File: config.mk
export PLATFORM = sky130hd
export DESIGN_NAME = cond_flag_unit
export DESIGN_NICKNAME = d
export VERILOG_FILES = /design/src/rtl/cond_flag_unit.sv
export SDC_FILE = /design/constraint.sdc
export NUM_CORES = 1
export LEC_CHECK = 0
export CAP_MARGIN = 10
export CORE_UTILIZATION = 41
export DETAILED_ROUTE_END_ITERATION = 7
export HOLD_SLACK_MARGIN = 0.1
export PLACE_DENSITY_LB_ADDON = 0.05
export SLEW_MARGIN = 5
export SYNTH_ARGS = -nofsm -noshare
export SYNTH_HDL_FRONTEND = slang
export SYNTH_SLANG_ARGS = --single-unit
File: constraint.sdc
create_clock -name clk -period 2 [get_ports clk]
set_input_delay 0.6 -clock clk [delete_from_list [all_inputs] [get_ports clk]]
set_output_delay 0.6 -clock clk [all_outputs]
set_load 0.02 [all_outputs]
File: src/rtl/cond_flag_unit.sv
// cond_flag_unit
//   Registered condition-flag unit. Holds the ALU status flags plus a shadow
//   copy for interrupt save/restore. It evaluates a selected branch condition
//   with optional inversion and same-cycle forwarding. A registered
//   taken/valid pair is returned one cycle after each evaluation request.
//
// Parameters
//   N_FLAGS : number of stored status flags (2 .. 2**SEL_W-2)
//   SEL_W   : width of the condition select field
//   FWD_EN  : 1 = evaluation sees flags written in the same cycle,
//             0 = evaluation sees the registered flags only
//
// Ports
//   clk, rst    : clock (rising edge), asynchronous active-high reset
//   flags_in    : new flag values from the ALU
//   flags_we    : load flags_in into the flag register
//   save        : copy flag register into shadow register
//   restore     : copy shadow register into flag register (beats flags_we)
//   eval        : request a condition evaluation this cycle
//   select      : condition index (< N_FLAGS flag, all-ones always, else never)
//   invert      : invert the selected condition
//   cond_taken  : registered evaluation result
//   cond_valid  : one-cycle pulse, one cycle after each eval
//   flags_out   : flag register contents
//   shadow_out  : shadow register contents
module cond_flag_unit #(
  parameter int N_FLAGS = 6,
  parameter int SEL_W   = 3,
  parameter int FWD_EN  = 1
) (
  input  logic               clk,
  input  logic               rst,
  input  logic [N_FLAGS-1:0] flags_in,
  input  logic               flags_we,
  input  logic               save,
  input  logic               restore,
  input  logic               eval,
  input  logic [SEL_W-1:0]   select,
  input  logic               invert,
  output logic               cond_taken,
  output logic               cond_valid,
  output logic [N_FLAGS-1:0] flags_out,
  output logic [N_FLAGS-1:0] shadow_out
);

  logic [N_FLAGS-1:0] flags_q;
  logic [N_FLAGS-1:0] shadow_q;
  logic [N_FLAGS-1:0] flags_next;
  logic [N_FLAGS-1:0] eff;
  logic               raw;
  logic               result;
  logic               taken_q;
  logic               valid_q;

  // Restore has priority over a normal ALU write.
  always_comb begin
    if (restore) begin
      flags_next = shadow_q;
    end else if (flags_we) begin
      flags_next = flags_in;
    end else begin
      flags_next = flags_q;
    end
  end

  always_comb begin
    if (FWD_EN != 0) begin
      eff = flags_next;
    end else begin
      eff = flags_q;
    end
  end

  // Compare-based selection keeps out-of-range select values from indexing
  // past the flag vector; those fall through to "never" unless all-ones.
  always_comb begin
    raw = 1'b0;
    for (int unsigned i = 0; i < N_FLAGS; i++) begin
      if (select == SEL_W'(i)) begin
        raw = eff[i];
      end
    end
    if (select == '1) begin
      raw = 1'b1;
    end
  end

  assign result = raw ^ invert;

  always_ff @(posedge clk or posedge rst) begin
    if (rst) begin
      flags_q  <= '0;
      shadow_q <= '0;
      taken_q  <= 1'b0;
      valid_q  <= 1'b0;
    end else begin
      flags_q <= flags_next;
      if (save) begin
        shadow_q <= flags_q;
      end
      valid_q <= eval;
      if (eval) begin
        taken_q <= result;
      end
    end
  end

  assign cond_taken = taken_q;
  assign cond_valid = valid_q;
  assign flags_out  = flags_q;
  assign shadow_out = shadow_q;

endmodule
==> metrics list, run 1 <==
- The cell that appears most often on the critical path is buf_4.
- Std cell rows: 14
- Internal power comes to 718 uW.
- Result of the run: complete, but fails checks
* DRC violations left: 3
- Kind of end point of the critical path: flip-flop
* Sink count of the clock tree: 14
* Reg2reg path depth: 5
* Final Util: 70.6%
* Detailed Routing Iterations Pass 1: 5
* Overall via count from detail_route: 568
- dfrtp_1 takes more of the synthesized area than any other cell.
* Half-perimeter wire length after placement: 1160 microns
- Post-route total power: 1050 uW
- In this run the tightest slew margin relative to its limit is 63.9%.
- Yosys mapped a number of flops with a built-in enable equal to 0.
* Slew at the pin closest to its max-slew limit: 0.541 ns
- For this run, the slowest stage of the critical path takes 0.39 ns.
* Clk_skew: 0.00634 ns
- For the finished layout, the period the worst path requires is 1.95 ns.
- Final net count: 107
- Buffers from clock root to sink, at most: 2
- At the end of routability-driven placement, the weighted congestion stood at 0.725.
- The sequential cells in the finished layout cover a total of 350 sq um.
- 0 antenna diodes ended up in the layout.
- Area growth from synthesis to layout: 52.4%
- In this run the number of H-tree levels came out at 1.
- Counting every instance in the synthesized netlist gives 53.
- The number of global-route vias before repair came to 593.
- The checks that failed: DRC.
- Final instance area: 1110 sq um
- During placement, the flow inserted port buffers numbering 29.
- The number of nets in the synthesized netlist is 69.
* Setup slack, reg-to-reg: 0.14 ns
- Area fraction of the dominant cell type after synthesis: 47.9%
- Sorting the synthesized cells by how often they occur yields dfrtp_1 (14), mux2_2 (10), mux2_1 (4), nand2b_1 (3).
* Global routing usage summed across all routing layers: 18.5%
- In the final routed layout, each cell accounts on average for 14.5 microns.
- Compound-Gate Fraction of Synth Area: 6.68%
* Area of the multi-input gates: 365 sq um
- RR Endpoint: cond_taken$_DFFE_PP0P_
- Final setup violating endpoints: 0
* Cell area reported after detailed placement: 1060 sq um
- Registers are responsible for 38.8% of the overall power.
- For this design the total switching power over the nets is 331 uW.
- For this block, the initial DRC count from the detailed router was 8.
* Yosys cell types: 21
- Synth Area in Simple Gates: 10.4%
- After synthesis, the cell types taking the most area are dfrtp_1 (48%), mux2_2 (15%), mux2_1 (6.2%).
- Fraction of registers with async set/reset: 100%
- Share of total power in combinational logic: 41.7%
- Height of the die: 44.2 microns
- The synthesized netlist devotes 0% of its cell area to XOR and XNOR gates.
* Placeable Area: 1580 sq um
* Most common cell in the netlist: dfrtp_1
* Gr ovfl total: 0
* Cell total after placement: 100
- Combinational family with the most area after synthesis: multiplexers
* Total Routed Length: 1540 microns
* Signal arrival time at the worst endpoint: 2.11 ns
- TritonCTS built the clock tree.
- Remaining antenna violation count after routing: 0
- Setup repair after global routing left no endpoint under its margin.
- Fraction of final layout cells sized beyond drive strength 1: 35.6%
- Fill cells in the final layout number 126.
* Area share of fa/ha/maj cells after synthesis: 0%
- Count of pins on the block boundary: 30
- Total clock buffers created by CTS: 3
* Portion of the post-synthesis area used by sequential elements: 47.9%
- The finished layout holds 106 standard cells, fillers aside.
- STA puts the critical path data required time at 2.16 ns.
- In this run the most critical hold path is launched from shadow_out[2]$_DFFE_PP0P_.
* Post-route clock period utilization: 97.3%
* Die Span X: 44.2 microns
- Critical path's slowest cell: dlygate4sd2_1
- For the worst-skew pair, the clock arrives at the later sink with an insertion delay of 0.28 ns.
- The initial utilization of the core area, before any placement, comes to 46.3%.
- Across the VDD grid, the largest voltage drop is 0.542 mV.
* Endpoint of the worst hold path: shadow_out[2]$_DFFE_PP0P_
- Launch point of the worst reg-to-reg path: flags_out[1]$_DFF_PP0_
- Main flop type after synthesis: dfrtp_1
- Library cell used as clock root buffer: clkbuf_4
- Count of state elements after synthesis: 14
- Total of max-cap violations: 0
- Clock slew at reported path FFs: 0.08 ns
- Critical path peak fanout: 9
- The number of hold buffers added after CTS was 0.
* Switching part of the total power: 31.5%
- The tightest min-delay check is of the flip-flop to flip-flop type.
- The count of pins over their slew limit was 0.
- During synthesis, Yosys emitted a total of 0 warnings.
* Area of the mapped netlist: 731 sq um
- The die covers 1950 sq um.
* Pin count of the biggest net entering global routing: 15
* Wire length of the first global-routing pass: 2580 microns
- Power per unit of standard cell area: 941 nW/um^2
- The analysis attributes to cell leakage a power of 0.000485 uW.
* Fraction of synthesized area in multiplexers: 31.8%
- The critical path goes through dlygate4sd2_1 > mux4_2 > nor3_2 > buf_4 > buf_4 > o211a_1 > or3_1.
- The clock network is responsible for 19.5% of the overall power.
- After synthesis, the mean cell area works out to 13.8 sq um.
* Initial antenna violation count: 0
- After detailed routing, the number of vias per cell comes to 5.36.
* Instance count along the most critical hold path: 1
- Timing would allow up to 0.514 GHz.
* Final hold violation count: 0
- Startpoint types: primary input
- Setup CP Type: primary input to flip-flop
[kinds of logic after synthesis]
family                 Yosys count
and+or+nand+nor                 11
DFF                             14
AOI/OAI and AO/OA                6
muxes                           18
buffers and inverters            4
[registers in the layout, indices dropped and copies added (netlist names)]
name        count
flags_out       6
shadow_out      6
cond_taken      1
cond_valid      1
[worst max-delay path by stage]
stage | from | end | slack (ns)
2_1_floorplan | flags_we | cond_taken$_DFFE_PP0P_ | -0.11
3_3_place_gp | flags_we | cond_taken$_DFFE_PP0P_ | -0.67
3_5_place_dp | flags_we | cond_taken$_DFFE_PP0P_ | -0.74
4_1_cts | flags_we | cond_taken$_DFFE_PP0P_ | 0.002
5_1_grt | restore | cond_taken$_DFFE_PP0P_ | 0.006
6_report | restore | cond_taken$_DFFE_PP0P_ | 0.05
[repair_timing]
| item | CTS | global route |
|---|---|---|
| resized for setup | 18 | 1 |
| pin swaps | 4 | 6 |
| buffers inserted | 2 | 0 |
| endpoints found under the setup margin | 1 | 1 |
[routing by layer]
| metal | vias to the layer above | wire (microns) | GRT usage [%] |
|---|---|---|---|
| met5 | - | 0 | 0 |
| met4 | 0 | 0 | 6.06 |
| met3 | 0 | 94 | 4.49 |
| met2 | 20 | 749 | 30.9 |
| met1 | 274 | 694 | 23.7 |
| li1 | 274 | - | - |
[worst max-delay path: cells and delay by family]
family,cells,cell delay [ns]
buf+inv,3,0.64
simple gates,2,0.39
mux,1,0.27
compound gates,1,0.20
[power by group through the flow]
stage / clock (uW) / sequential (uW) / combinational [uW]
3_3_place_gp: 0 / 413 / 423
2_1_floorplan: 0 / 488 / 143
4_1_cts: 211 / 408 / 440
3_5_place_dp: 0 / 413 / 428
5_1_grt: 224 / 420 / 462
6_report: 204 / 407 / 437
[metrics by stage]
step                setup TNS [ns]  setup WS [ns]  hold WS [ns]
detailed placement          -0.786         -0.737         0.519
CTS                              0        0.00209         0.539
floorplan                   -0.108         -0.108         0.489
finish                           0         0.0540         0.534
global route                     0        0.00608         0.568
global placement            -0.672         -0.672         0.517
[layout make-up]
cell class              instances  area share [%]
clock buffers                   4            3.26
inverters                       1           0.337
multi-input cells              35            32.8
flip-flops and latches         14            31.5
well taps                      16            1.80
repair buffers                 36            30.3
[layout by cell type, fill, tap and decap left out, types with 2 or more instances in the layout]
cell type	synthesis	routed
clkbuf_4	0	3
mux2_4	2	4
o211ai_1	2	2
mux4_2	2	2
dfrtp_1	14	14
o21a_1	2	2
clkdlybuf4s15_1	0	4
mux2_2	10	11
clkdlybuf4s50_1	0	22
nand2b_1	3	3
dlygate4sd2_1	0	2
buf_4	0	8
Note: power is estimated with default switching activity, not from simulation.
==> run 2, diff against run 1 <==
--- a/config.mk
+++ b/config.mk
@@ -6,6 +6,7 @@
 export NUM_CORES = 1
 export LEC_CHECK = 0
 export CAP_MARGIN = 10
+export CORE_MARGIN = 8
 export CORE_UTILIZATION = 41
 export DETAILED_ROUTE_END_ITERATION = 7
 export HOLD_SLACK_MARGIN = 0.1
==> run 2 against run 1 <==
  * The run now ends clean
  * Combinational power rose by 1%
  * Maximum frequency rose by 0.26%
  * Worst setup slack improved by 0.0050 ns
  * Worst hold slack got worse by 0.00060 ns
  * Sequential share of layout area fell by 0.45 points
  * Clock power fell by 25%
  * Cell area rose by 1.5%
  * Die area rose by 73%
  * Via count fell by 0.35%
  * Flip-flop and latch count did not move
  * Critical endpoint unchanged
  * Largest cell class unchanged
  * Largest power group unchanged
==> metrics list, run 2 (synthesis gave the netlist of run 1 again) <==
- Most used cells in the layout excluding fill and tap cells: clkdlybuf4s50_1 (22), dfrtp_1 (14), mux2_2 (10)
- Placeable Area: 1710 sq um
- Final hold analysis gives a worst-case slack of 0.533 ns.
* Initial Utilization: 42.8%
- Clk_skew: 0.00327 ns
* CTS H-tree lvls: 1
- Clock-pin slew was measured on the worst setup and hold paths at 0.08 ns.
- Worst slew margin relative to its limit: 63.7%
- Insertion delay to the later sink of the worst-skew pair: 0.27 ns
- Final setup violating endpoints: 0
- Count of pins over their slew limit: 0
- The die is 58.2 microns tall.
- Detailed Routing Iterations Pass 1: 4
* Number of hold-repair buffers added at the cts stage: 0
* Gr ovfl total: 0
- For this design the ratio of total power to cell area is 888 nW/um^2.
* Initial antenna violation count: 0
- The tool flagged a number of max-cap violations equal to 0.
* Post-route clock period utilization: 97.0%
- OpenSTA, run right after detailed placement, puts the worst setup slack at -0.714 ns.
- Counting tap cells, the placed design contains a total of 111 instances.
- No sink is reached through more buffers than the 2 on the longest clock path.
- The repair_antennas step left the layout with diodes totalling 0.
- The routed layout has 566 vias.
- Startpoint types: primary input
- Cells with a size suffix above 1 make up 35.2% of the layout.
- Area growth from synthesis to layout: 54.6%
* Most frequent standard cell in the layout excluding fill and tap cells: clkdlybuf4s50_1
- Half-perimeter wire length after placement: 1370 microns
* Fin Setup TNS: 0 ns
* Number of vias per cell: 4.88
- Library cell used as clock root buffer: clkbuf_4
- The run finished with clean final reports.
- The congestion estimate from routability-driven global placement came to 0.702.
* Std cell rows: 15
- Crit path required time: 2.15 ns
- Counting the buffers created by CTS gives 3.
* Peak VDD IR: 0.602 mV
- Global routing usage summed across all routing layers: 11.4%
- The detail route stage leaves a number of antenna-violating nets equal to 0.
- Count of pins on the block boundary: 30
* Initial drt markers: 9
- The count of cells in the finished layout, fillers not included, comes to 116.
- Setup repair after global routing left no endpoint under its margin.
- TritonCTS built the clock tree.
* Pin count of the biggest net entering global routing: 15
* Routed len/inst: 15.6 microns
- Setup slack after layout: 0.0591 ns
* Total Routed Length: 1820 microns
- Via count of the first global-routing pass: 599
* Signal arrival time at the worst endpoint: 2.10 ns
- Buffers on Ports: 29
* Die Span X: 58.2 microns
* Setup slack, reg-to-reg: 0.16 ns
- The critical path is of the primary input to flip-flop type.
* Sink count of the clock tree: 14
- Critical path peak fanout: 2
* DRC violations left: 0
- The design draws 1000 uW.
- The worst setup path is captured at a flip-flop.
- Area of the die: 3390 sq um
* Final period demand of the worst path: 1.94 ns
- Final net count: 109
* Slew at the pin closest to its max-slew limit: 0.543 ns
- The count of endpoints failing hold in the final timing report was 0.
- Leakage power figure: 0.000496 uW
- Static timing analysis puts the maximum clock frequency at 0.515 GHz.
* Hold/Removal Path Class: flip-flop to flip-flop
- Wire length of the first global-routing pass: 2930 microns
-- run 2: changes by cell type in the layout (fill, tap and decap cells not counted), sizes merged --
cell / before / now
clkbuf: 4 / 3
clkdlybuf4s15: 4 / 3
buf: 8 / 10
dlymetal6s2s: 0 / 1
-- run 2: layout make-up --
type / count / area [sq um]
clock buffers: 3 / 22.5
fillers: 134 / 578
inverters: 1 / 3.75
multi-input cells: 35 / 365
flip-flops and latches: 14 / 350
well taps: 25 / 31.3
repair buffers: 38 / 357
-- run 2: timing repair --
action                     CTS  global route
buffers inserted             1             0
gates cloned                 0             1
pin swaps                    4             4
setup endpoints to repair    1             1
resized for setup           16             2
-- run 2: path summary, 6_finish.rpt --
kind                                   startpoint                         to  depth (start not counted)
max                                   flags_in[0]     cond_taken$_DFFE_PP0P_                          6
min                        flags_out[3]$_DFF_PP0_  shadow_out[3]$_DFFE_PP0P_                          1
max reg2reg                flags_out[5]$_DFF_PP0_     cond_taken$_DFFE_PP0P_                          5
min reg2reg                flags_out[3]$_DFF_PP0_  shadow_out[3]$_DFFE_PP0P_                          1
max in group asynchronous                     rst  shadow_out[0]$_DFFE_PP0P_                          2
min in group asynchronous                     rst  shadow_out[1]$_DFFE_PP0P_                          2
-- run 2: critical path, cell delays in order --
cell           delay, ns
dlygate4sd2_1       0.24
mux2_4              0.25
mux4_2              0.47
nor3_2              0.16
nor4_1              0.07
or3_1               0.30
-- run 2: where the power goes --
group	switching (uW)	total [uW]	internal, uW
Clock	84.3	154	69.6
Combinational	186	442	256
Sequential	55.3	407	352
-- run 2: layer usage --
layer | vias up | GRT usage, % | wire (microns)
li1 | 273 | - | -
met1 | 270 | 14.5 | 842
met2 | 21 | 17.0 | 835
met3 | 2 | 3.53 | 129
met4 | 0 | 5.24 | 8
met5 | - | 0 | 0
-- run 2: metrics by stage --
step | util [%] | instance area [sq um]
3_5_place_dp | 63.6 | 1090
4_1_cts | 65.6 | 1120
2_1_floorplan | - | 734
5_1_grt | 66.2 | 1130
3_3_place_gp | 63.6 | 1090
6_report | 66.2 | 1130
==> run 3, diff against run 2 <==
--- a/config.mk
+++ b/config.mk
@@ -11,6 +11,8 @@
 export DETAILED_ROUTE_END_ITERATION = 7
 export HOLD_SLACK_MARGIN = 0.1
 export PLACE_DENSITY_LB_ADDON = 0.05
+export RECOVER_POWER = 100
+export REMOVE_ABC_BUFFERS = 1
 export SLEW_MARGIN = 5
 export SYNTH_ARGS = -nofsm -noshare
 export SYNTH_HDL_FRONTEND = slang
==> run 3 against run 2 <==
  * Sequential power is essentially flat
  * Clock power is essentially flat
  * Routed wire length grew 5.5%
  * Worst setup slack lost 0.041 ns
  * Critical path type unchanged
  * Largest cell class unchanged
  * Largest power group unchanged
==> metrics list, run 3 (synthesis gave the netlist of run 1 again) <==
* Result of the run: complete, no violations
* Number of vias per cell: 4.98
* Wire length of the first global-routing pass: 3190 microns
- Input and output buffers added on the ports amount to 29.
* Achievable clock frequency: 0.505 GHz
- Cell total after placement: 116
- The worst setup path is captured at a flip-flop.
- STA puts the critical path data required time at 2.16 ns.
* Initial drt markers: 13
* Gr ovfl total: 0
- Library cell used as clock root buffer: clkbuf_4
- Most used cells in the layout excluding fill and tap cells: clkdlybuf4s50_1 (17), dfrtp_1 (14), mux2_2 (11)
* Final Wtd Congestion: 0.740
* Global routing usage summed across all routing layers: 12.4%
- For this design, the slowest cell found on the critical path is mux4_2.
* Count of pins over their slew limit: 0
* Overall via count from detail_route: 597
- In this run the deepest clock path goes through 2 buffers.
- Routed len/inst: 16.0 microns
- DRC violations left: 0
* Total clock buffers created by CTS: 3
- Cells fill 67.9% of the core in the end.
* Hold Worst Slack: 0.537 ns
- Detailed Routing Iterations Pass 1: 4
* Setup CP Type: primary input to flip-flop
- Internal power comes to 689 uW.
* Share of total power in combinational logic: 45.2%
- Measured against its own limit, the worst slew margin works out to 64.2%.
- Area growth from synthesis to layout: 58.7%
- The detail route stage leaves a number of antenna-violating nets equal to 0.
* Die Span X: 58.2 microns
- Net switching is 33.0% of the power.
* Layout fillers: 128
- The worst path in the final design needs a cycle of 1.98 ns, including I/O delays and setup.
- The initial antenna violation count was 0.
- CTS built an H-tree with a depth of 1.
* Pin count of the biggest net entering global routing: 15
* Area of the die: 3390 sq um
- The worst-case IR drop observed on VDD is 0.589 mV.
* Count of pins on the block boundary: 30
* Slew at the pin closest to its max-slew limit: 0.537 ns
- The number of hold buffers added after CTS was 0.
* Final instance area: 1160 sq um
- Sequential share of power: 39.7%
- For this configuration, the core starts out at a cell density of 42.8%.
* Final setup violating endpoints: 0
- Unrepaired setup endpoints after global routing: no
- Max-cap violations in this run came to 0.
- Of the cells placed in the final design, the portion with a size suffix greater than 1 is 37.9%.
- Largest delay contributor family on the critical path: multiplexers
* Relative contribution of the clock network to total power: 15.2%
* Post-route clock period utilization: 99.1%
* Final Non-Filler Cells: 120
* Clk_skew: 0.00740 ns
- Critical path buffers and inverters: 1
- In this run the worst path has a maximum fanout of 2.
- In this run the power density over the cells is 887 nW/um^2.
* Total Routed Length: 1910 microns
- Via count of the first global-routing pass: 708
- The worst setup path is launched from a primary input.
* Slowest stage delay, CP: 0.51 ns
* Ordered cell list for the critical path: dlygate4sd2_1 > mux2_4 > mux4_2 > nor3_4 > nor4_1 > or3_1
- Hold/Removal Path Class: flip-flop to flip-flop
- Number of antenna cells inserted: 0
- The placed instances occupy a cell area of 1120 sq um.
* Post-route total power: 1030 uW
* Insertion delay to the later sink of the worst-skew pair: 0.28 ns
* Final hold violation count: 0
* Sink count of the clock tree: 14
- Row generation in the floorplan step produced 15 rows.
- Clock slew at reported path FFs: 0.08 ns
- TritonCTS built the clock tree.
- Signal arrival time at the worst endpoint: 2.14 ns
- Half-perimeter wire length after placement: 1460 microns
- For this design the static power due to leakage is 0.000508 uW.
- Placeable Area: 1710 sq um
- The floorplan step set the die height to 58.2 microns.
- Reported net switching power: 340 uW
- Final net count: 113
- Most frequent standard cell in the layout excluding fill and tap cells: clkdlybuf4s50_1
[run 3: power groups by stage]
stage | combinational (uW) | clock [uW] | sequential (uW)
2_1_floorplan | 134 | 0 | 488
3_3_place_gp | 448 | 0 | 411
3_5_place_dp | 456 | 0 | 412
4_1_cts | 471 | 165 | 408
5_1_grt | 492 | 181 | 419
6_report | 464 | 156 | 408
[run 3: metrics by stage]
| stage | setup TNS, ns | setup WS (ns) |
|---|---|---|
| 3_3_place_gp | -0.729 | -0.729 |
| 2_1_floorplan | -0.0596 | -0.0596 |
| 6_report | 0 | 0.0179 |
| 3_5_place_dp | -0.779 | -0.779 |
| 5_1_grt | 0 | 0.000941 |
| 4_1_cts | -0.00304 | -0.00304 |
[run 3: per-layer routing]
layer | GRT usage, % | share of wire, % | vias to the layer above
met3 | 5.08 | 5.0 | 2
met5 | 0 | 0 | -
met1 | 12.4 | 39 | 298
met4 | 6.29 | 0.52 | 0
li1 | - | - | 282
met2 | 21.7 | 55 | 15
[run 3: final timing paths]
kind | depth (start not counted) | slack (ns) | to | start
setup / recovery | 6 | 0.02 | cond_taken$_DFFE_PP0P_ | flags_in[0]
hold / removal | 1 | 0.54 | shadow_out[2]$_DFFE_PP0P_ | flags_out[2]$_DFF_PP0_
setup reg to reg | 5 | 0.08 | cond_taken$_DFFE_PP0P_ | flags_out[1]$_DFF_PP0_
hold reg to reg | 1 | 0.54 | shadow_out[2]$_DFFE_PP0P_ | flags_out[2]$_DFF_PP0_
max in group asynchronous | 2 | 0.84 | shadow_out[2]$_DFFE_PP0P_ | rst
min in group asynchronous | 2 | 0.79 | shadow_out[1]$_DFFE_PP0P_ | rst
[run 3: repair_timing]
action                     4_1_cts  5_1_grt
resized for setup               17        6
setup endpoints to repair        1        1
pin swaps                        5        6
setup buffers                    2        0
[run 3: cell type report]
type                       count  area [sq um]  area share [%]
clock buffer                   3          22.5            1.94
inverter                       1          3.75           0.324
multi-input combinational     35           379            32.7
sequential                    14           350            30.2
tap                           25          31.3            2.70
timing repair buffer          42           373            32.1
